--- src/rtl/rsa_modexp.sv ---
// rsa_modexp: modular exponentiation m = c^d mod n by left-to-right
// square-and-multiply, one modular multiply per clock cycle.
//
// Optional build macro RSA_CONST_TIME_EN:
//   undefined -> MUL is visited only for set exponent bits, so the run
//                length depends on popcount(d).
//   defined   -> MUL follows every SQR. The product is always formed, but
//                it only lands in acc when the exponent bit is set;
//                otherwise it goes to a dummy register. The run length is
//                then 4*WIDTH+1 cycles for every exponent.
// The numeric result is the same in both builds.
module rsa_modexp #(
  parameter int WIDTH = 8
) (
  input  logic               clk,
  input  logic               rst_n,
  input  logic               start,
  input  logic [2*WIDTH-1:0] c,
  input  logic [2*WIDTH-1:0] d,
  input  logic [2*WIDTH-1:0] n,
  output logic [2*WIDTH-1:0] m,
  output logic               busy,
  output logic               finish,
  output logic               err
);

  localparam int DW = 2 * WIDTH;
  localparam int PW = 4 * WIDTH;
  localparam int IW = $clog2(DW);

  typedef enum logic [1:0] {
    IDLE,
    SQR,
    MUL,
    DONE
  } state_t;

  state_t          state_q;
  logic [DW-1:0]   exp_q;
  logic [DW-1:0]   base_q;
  logic [DW-1:0]   mod_q;
  logic [DW-1:0]   acc_q;
  logic [IW-1:0]   idx_q;
  logic [DW-1:0]   m_q;
  logic            busy_q;
  logic            finish_q;
  logic            err_q;
`ifdef RSA_CONST_TIME_EN
  logic [DW-1:0]   dummy_q;
`endif

  logic [DW-1:0]   mulOperand;
  logic [PW-1:0]   product;
  logic [DW-1:0]   accProd_d;
  logic [DW-1:0]   baseInit_d;
  logic [DW-1:0]   accInit_d;
  logic            expBit;
  logic            lastBit;

  // Shared modular multiplier: squares acc in SQR, multiplies by base in MUL.
  // A zero modulus never reaches SQR/MUL, but it is guarded so the divider
  // never sees a zero divisor.
  always_comb begin
    mulOperand = (state_q == MUL) ? base_q : acc_q;
    product    = PW'(acc_q) * PW'(mulOperand);
    accProd_d  = '0;
    if (mod_q != '0) begin
      accProd_d = DW'(product % PW'(mod_q));
    end
    expBit  = exp_q[idx_q];
    lastBit = (idx_q == '0);
  end

  // Initial operand values on an accepted start: the base is reduced first
  // so acc and base both stay below the modulus, and 1 mod n is 0 for n<=1.
  always_comb begin
    baseInit_d = '0;
    accInit_d  = '0;
    if (n != '0) begin
      baseInit_d = c % n;
    end
    if (n > DW'(1)) begin
      accInit_d = DW'(1);
    end
  end

  // Control FSM with registered outputs; finish is a one-cycle pulse raised
  // as DONE is left, so it appears together with the new result.
  always_ff @(posedge clk or negedge rst_n) begin
    if (!rst_n) begin
      state_q  <= IDLE;
      exp_q    <= '0;
      base_q   <= '0;
      mod_q    <= '0;
      acc_q    <= '0;
      idx_q    <= '0;
      m_q      <= '0;
      busy_q   <= 1'b0;
      finish_q <= 1'b0;
      err_q    <= 1'b0;
`ifdef RSA_CONST_TIME_EN
      dummy_q  <= '0;
`endif
    end else begin
      finish_q <= 1'b0;
      case (state_q)
        IDLE: begin
          if (start) begin
            exp_q  <= d;
            mod_q  <= n;
            base_q <= baseInit_d;
            acc_q  <= accInit_d;
            idx_q  <= IW'(DW - 1);
            busy_q <= 1'b1;
            err_q  <= 1'b0;
            if (n == '0) begin
              state_q <= DONE;
            end else begin
              state_q <= SQR;
            end
          end
        end

        SQR: begin
          acc_q <= accProd_d;
`ifdef RSA_CONST_TIME_EN
          state_q <= MUL;
`else
          if (expBit) begin
            state_q <= MUL;
          end else if (lastBit) begin
            state_q <= DONE;
          end else begin
            idx_q <= idx_q - IW'(1);
          end
`endif
        end

        MUL: begin
`ifdef RSA_CONST_TIME_EN
          if (expBit) begin
            acc_q <= accProd_d;
          end else begin
            dummy_q <= accProd_d;
          end
`else
          acc_q <= accProd_d;
`endif
          if (lastBit) begin
            state_q <= DONE;
          end else begin
            idx_q   <= idx_q - IW'(1);
            state_q <= SQR;
          end
        end

        DONE: begin
          m_q      <= acc_q;
          finish_q <= 1'b1;
          busy_q   <= 1'b0;
          err_q    <= (mod_q == '0);
          state_q  <= IDLE;
        end

        default: begin
          state_q <= IDLE;
        end
      endcase
    end
  end

  assign m      = m_q;
  assign busy   = busy_q;
  assign finish = finish_q;
  assign err    = err_q;

endmodule

--- config.mk ---
export PLATFORM = sky130hd
export DESIGN_NAME = rsa_modexp
export DESIGN_NICKNAME = d
export VERILOG_FILES = /design/src/rtl/rsa_modexp.sv
export SDC_FILE = /design/constraint.sdc
export NUM_CORES = 2
export LEC_CHECK = 0
export CORE_ASPECT_RATIO = 1.2
export CORE_MARGIN = 1
export CORE_UTILIZATION = 41
export DETAILED_ROUTE_END_ITERATION = 16
export HOLD_SLACK_MARGIN = 0.03
export PLACE_DENSITY = 0.59
export SKIP_LAST_GASP = 1
export SYNTH_ARGS = -nofsm -noshare
export SYNTH_HDL_FRONTEND = slang
export SYNTH_SLANG_ARGS = --single-unit
--- constraint.sdc ---
create_clock -name clk -period 130.3 [get_ports clk]
set_input_delay 26.06 -clock clk [delete_from_list [all_inputs] [get_ports clk]]
set_output_delay 26.06 -clock clk [all_outputs]
set_load 0.02 [all_outputs]
==> summary.txt <==
status -> finished, final reports clean
Starting Density -> 0.414
asr flop ratio synth -> 1.00
Routed WL -> 120000 um
wire per inst -> 18.1 um
Clock Tree Buf Depth -> 2
post-synth cell types -> 118
total number of vias -> 38711
RSZ-0062 raised after global routing -> no
Yosys reg bits -> 89
global placement routability congestion -> 0.957
Final min period -> 110.17 ns
area grow syn2layout -> 5.65%
hold_sp -> mod_q[2]
Nets -> 6240
Avg Inst Size Synth -> 7.55 um2
first-pass GRT wire length -> 194000 um
# setup viols final -> 0
number of synthesized flops with an enable pin -> 0
R2R setup slack -> 20.13 ns
Ys Warns -> 0
Final Cycle Share -> 0.845
die height -> 347 um
Post-DRT Antenna Nets -> 0
post-CTS sizing -> 0
max incr delay on CP -> 1.04 ns
Worst R2R Start -> state_q[0]
class of the most critical setup path -> flip-flop to flip-flop
largest net degree at the start of global routing -> 66
Hold Path Stages -> 2
grt total ovfl -> 0
clock latency on the worst-skew pair -> 0.36 ns
postcts setup bufs -> 0
Synth top area share -> 0.197
CTS Hold Bufs -> 0
setup TNS -> 0 ns
Post-Synthesis Cells -> 5392
Die Wd -> 290 um
Worst EP required -> 130.57 ns
CP Capture Type -> flip-flop
IO buf count -> 69
number of remaining DRC errors -> 0
Via density -> 5.83
most frequent CP cell -> o21a_1
Slew @ Worst Pin -> 1.28 ns
Synth area leaders -> ha_1, fa_1, o21a_1
H-Tree Level Count -> 3
HP Class -> flip-flop to flip-flop
initial antenna violation count -> 0
vias in the first global route -> 37762
CTS tree -> yes
CTS Buf Count -> 9
number of I/O pins -> 70
Rel. slew slack -> 0.133
share of layout cells above drive strength 1 -> 0.0747
Worst Skew -> 0.0141 ns
Hold WS -> 0.488 ns
Synth Net Count -> 6279
startpoint types -> flip-flop
Core Area -> 0.0984 mm2
Fillers -> 10094
slowest CP cell -> mux2i_1
max cap viols -> 0
critical-path maximum fanout -> 34
hpwl dp -> 98800 um
Fmax achieved -> 9.08 MHz
CTS sink cnt -> 89
CTS clk-pin slew, worst paths -> 0.06 ns
Overall Global Routing Usage -> 0.236
max-slew violation count -> 0
top cell type by total area after synthesis -> ha_1
Final Hold Fails -> 0
num rows -> 126
Iteration-0 DRC Markers -> 2198
clk root buf -> clkbuf_16
Post-synth top flop -> dfrtp_1
Pre-antenna DRT Iters -> 7
sequential fraction of the synthesis area -> 0.0547
Hold Path Sink -> mod_q[2]
Die ar. -> 0.101 mm2
post-synthesis instance area -> 0.0407 mm2
FF-to-FF path depth -> 461
reg2reg end -> acc_q[1]
Antenna Cells -> 0
arrival time at the worst endpoint -> 110.43 ns
[registers in the layout (all words and copies together) (netlist names)]
signal	flops
base_q	16
finish	1
exp_q	16
state_q	2
err	1
mod_q	16
m	16
busy	1
acc_q	16
idx_q	4
[cell usage in the layout (no fill, tap or decap), types with 78 or more instances in the layout]
| master | n |
|---|---|
| fa_1 | 196 |
| mux2_2 | 162 |
| nor2_1 | 422 |
| a21oi_1 | 341 |
| nor3_1 | 315 |
| ha_1 | 640 |
| nand2_1 | 510 |
| and2_1 | 111 |
| xnor2_1 | 148 |
| a21o_1 | 138 |
| nor2b_1 | 78 |
| xor2_1 | 82 |
| inv_1 | 367 |
| o31ai_1 | 117 |
| o21ai_0 | 240 |
| nand3_1 | 93 |
| dfrtp_1 | 89 |
| o21a_1 | 317 |
| nand2b_1 | 80 |
[worst max-delay path, delay by kind of cell (launching register included)]
family	cells	cell delay (ns)
AO/OA/AOI/OAI	290	65.41
XOR/XNOR	1	0.12
AND/OR/NAND/NOR	101	21.73
adder cells (fa/ha/maj)	40	14.75
buffers and inverters	19	2.80
multiplexers	10	4.48
flip-flops	1	0.43
[synthesized netlist by cell type (all sizes together) (12+ instances only)]
cell,instances
nand4,46
nor3b,12
o22ai,19
a21boi,18
nor2,426
o21ai,281
inv,367
nand2b,80
mux2i,65
o31ai,121
nor4,22
a41oi,15
or3,47
a21oi,348
xor2,82
a21o,139
o21bai,16
o211ai,38
dfrtp,89
or4,12
nor3,319
clkbuf,142
nand3,95
a221oi,12
a31oi,40
a211oi,29
ha,640
and2,111
fa,196
nand2,512
o21a,317
xnor2,150
mux2,162
nor2b,78
and3,32
or2,83
buf,41
o31a,18
[metal layers]
layer / GRT usage / wire length [um] / vias up
li1: - / - / 19512
met2: 0.427 / 60000 / 700
met1: 0.294 / 52700 / 18307
met5: 0 / 0 / -
met3: 0.0168 / 4020 / 192
met4: 0.0705 / 3620 / 0
[worst max-delay path by stage]
stage / start / to / slack (ns) / depth (start not counted)
after floorplan: state_q[0] / acc_q[10] / 29.72 / 507
after global placement: state_q[0] / acc_q[8] / 24.24 / 459
after detailed placement: state_q[0] / acc_q[12] / 21.52 / 457
after CTS: state_q[0] / acc_q[1] / 21.08 / 459
after global routing: state_q[0] / acc_q[1] / 10.99 / 461
final: state_q[0] / acc_q[1] / 20.13 / 461
[per-stage QoR]
stage	setup WS [ns]	std cells	cell area (um2)	util
floorplan	29.72	5392	40700	-
global placement	24.24	6622	42700	0.434
detailed placement	21.52	6622	42700	0.434
CTS	21.08	6637	43000	0.437
global route	10.99	6637	43000	0.437
finish	20.13	6637	43000	0.437
[layout make-up]
class	count	area, um2	area share
repair buffers	133	1170	0.0272
multi-input cells	4753	36400	0.845
well taps	1280	1600	0.0372
clock buffers	10	239	0.00556
clock inverters	5	38.8	0.000902
flip-flops and latches	89	2230	0.0518
inverters	367	1380	0.0320
[cells by family (layout without fill, tap and decap cells)]
kind of cell | after synthesis | after routing | synth area share
buf+inv | 550 | 515 | 0.0528
simple gates | 1903 | 1903 | 0.228
compound gates | 1550 | 1550 | 0.257
xor+xnor | 232 | 232 | 0.0503
mux | 232 | 232 | 0.0636
flops | 89 | 89 | 0.0547
fa+ha+maj | 836 | 836 | 0.293
Power is not shown: default switching activity piles up to over one toggle a cycle in this logic, so the estimate is an artifact.
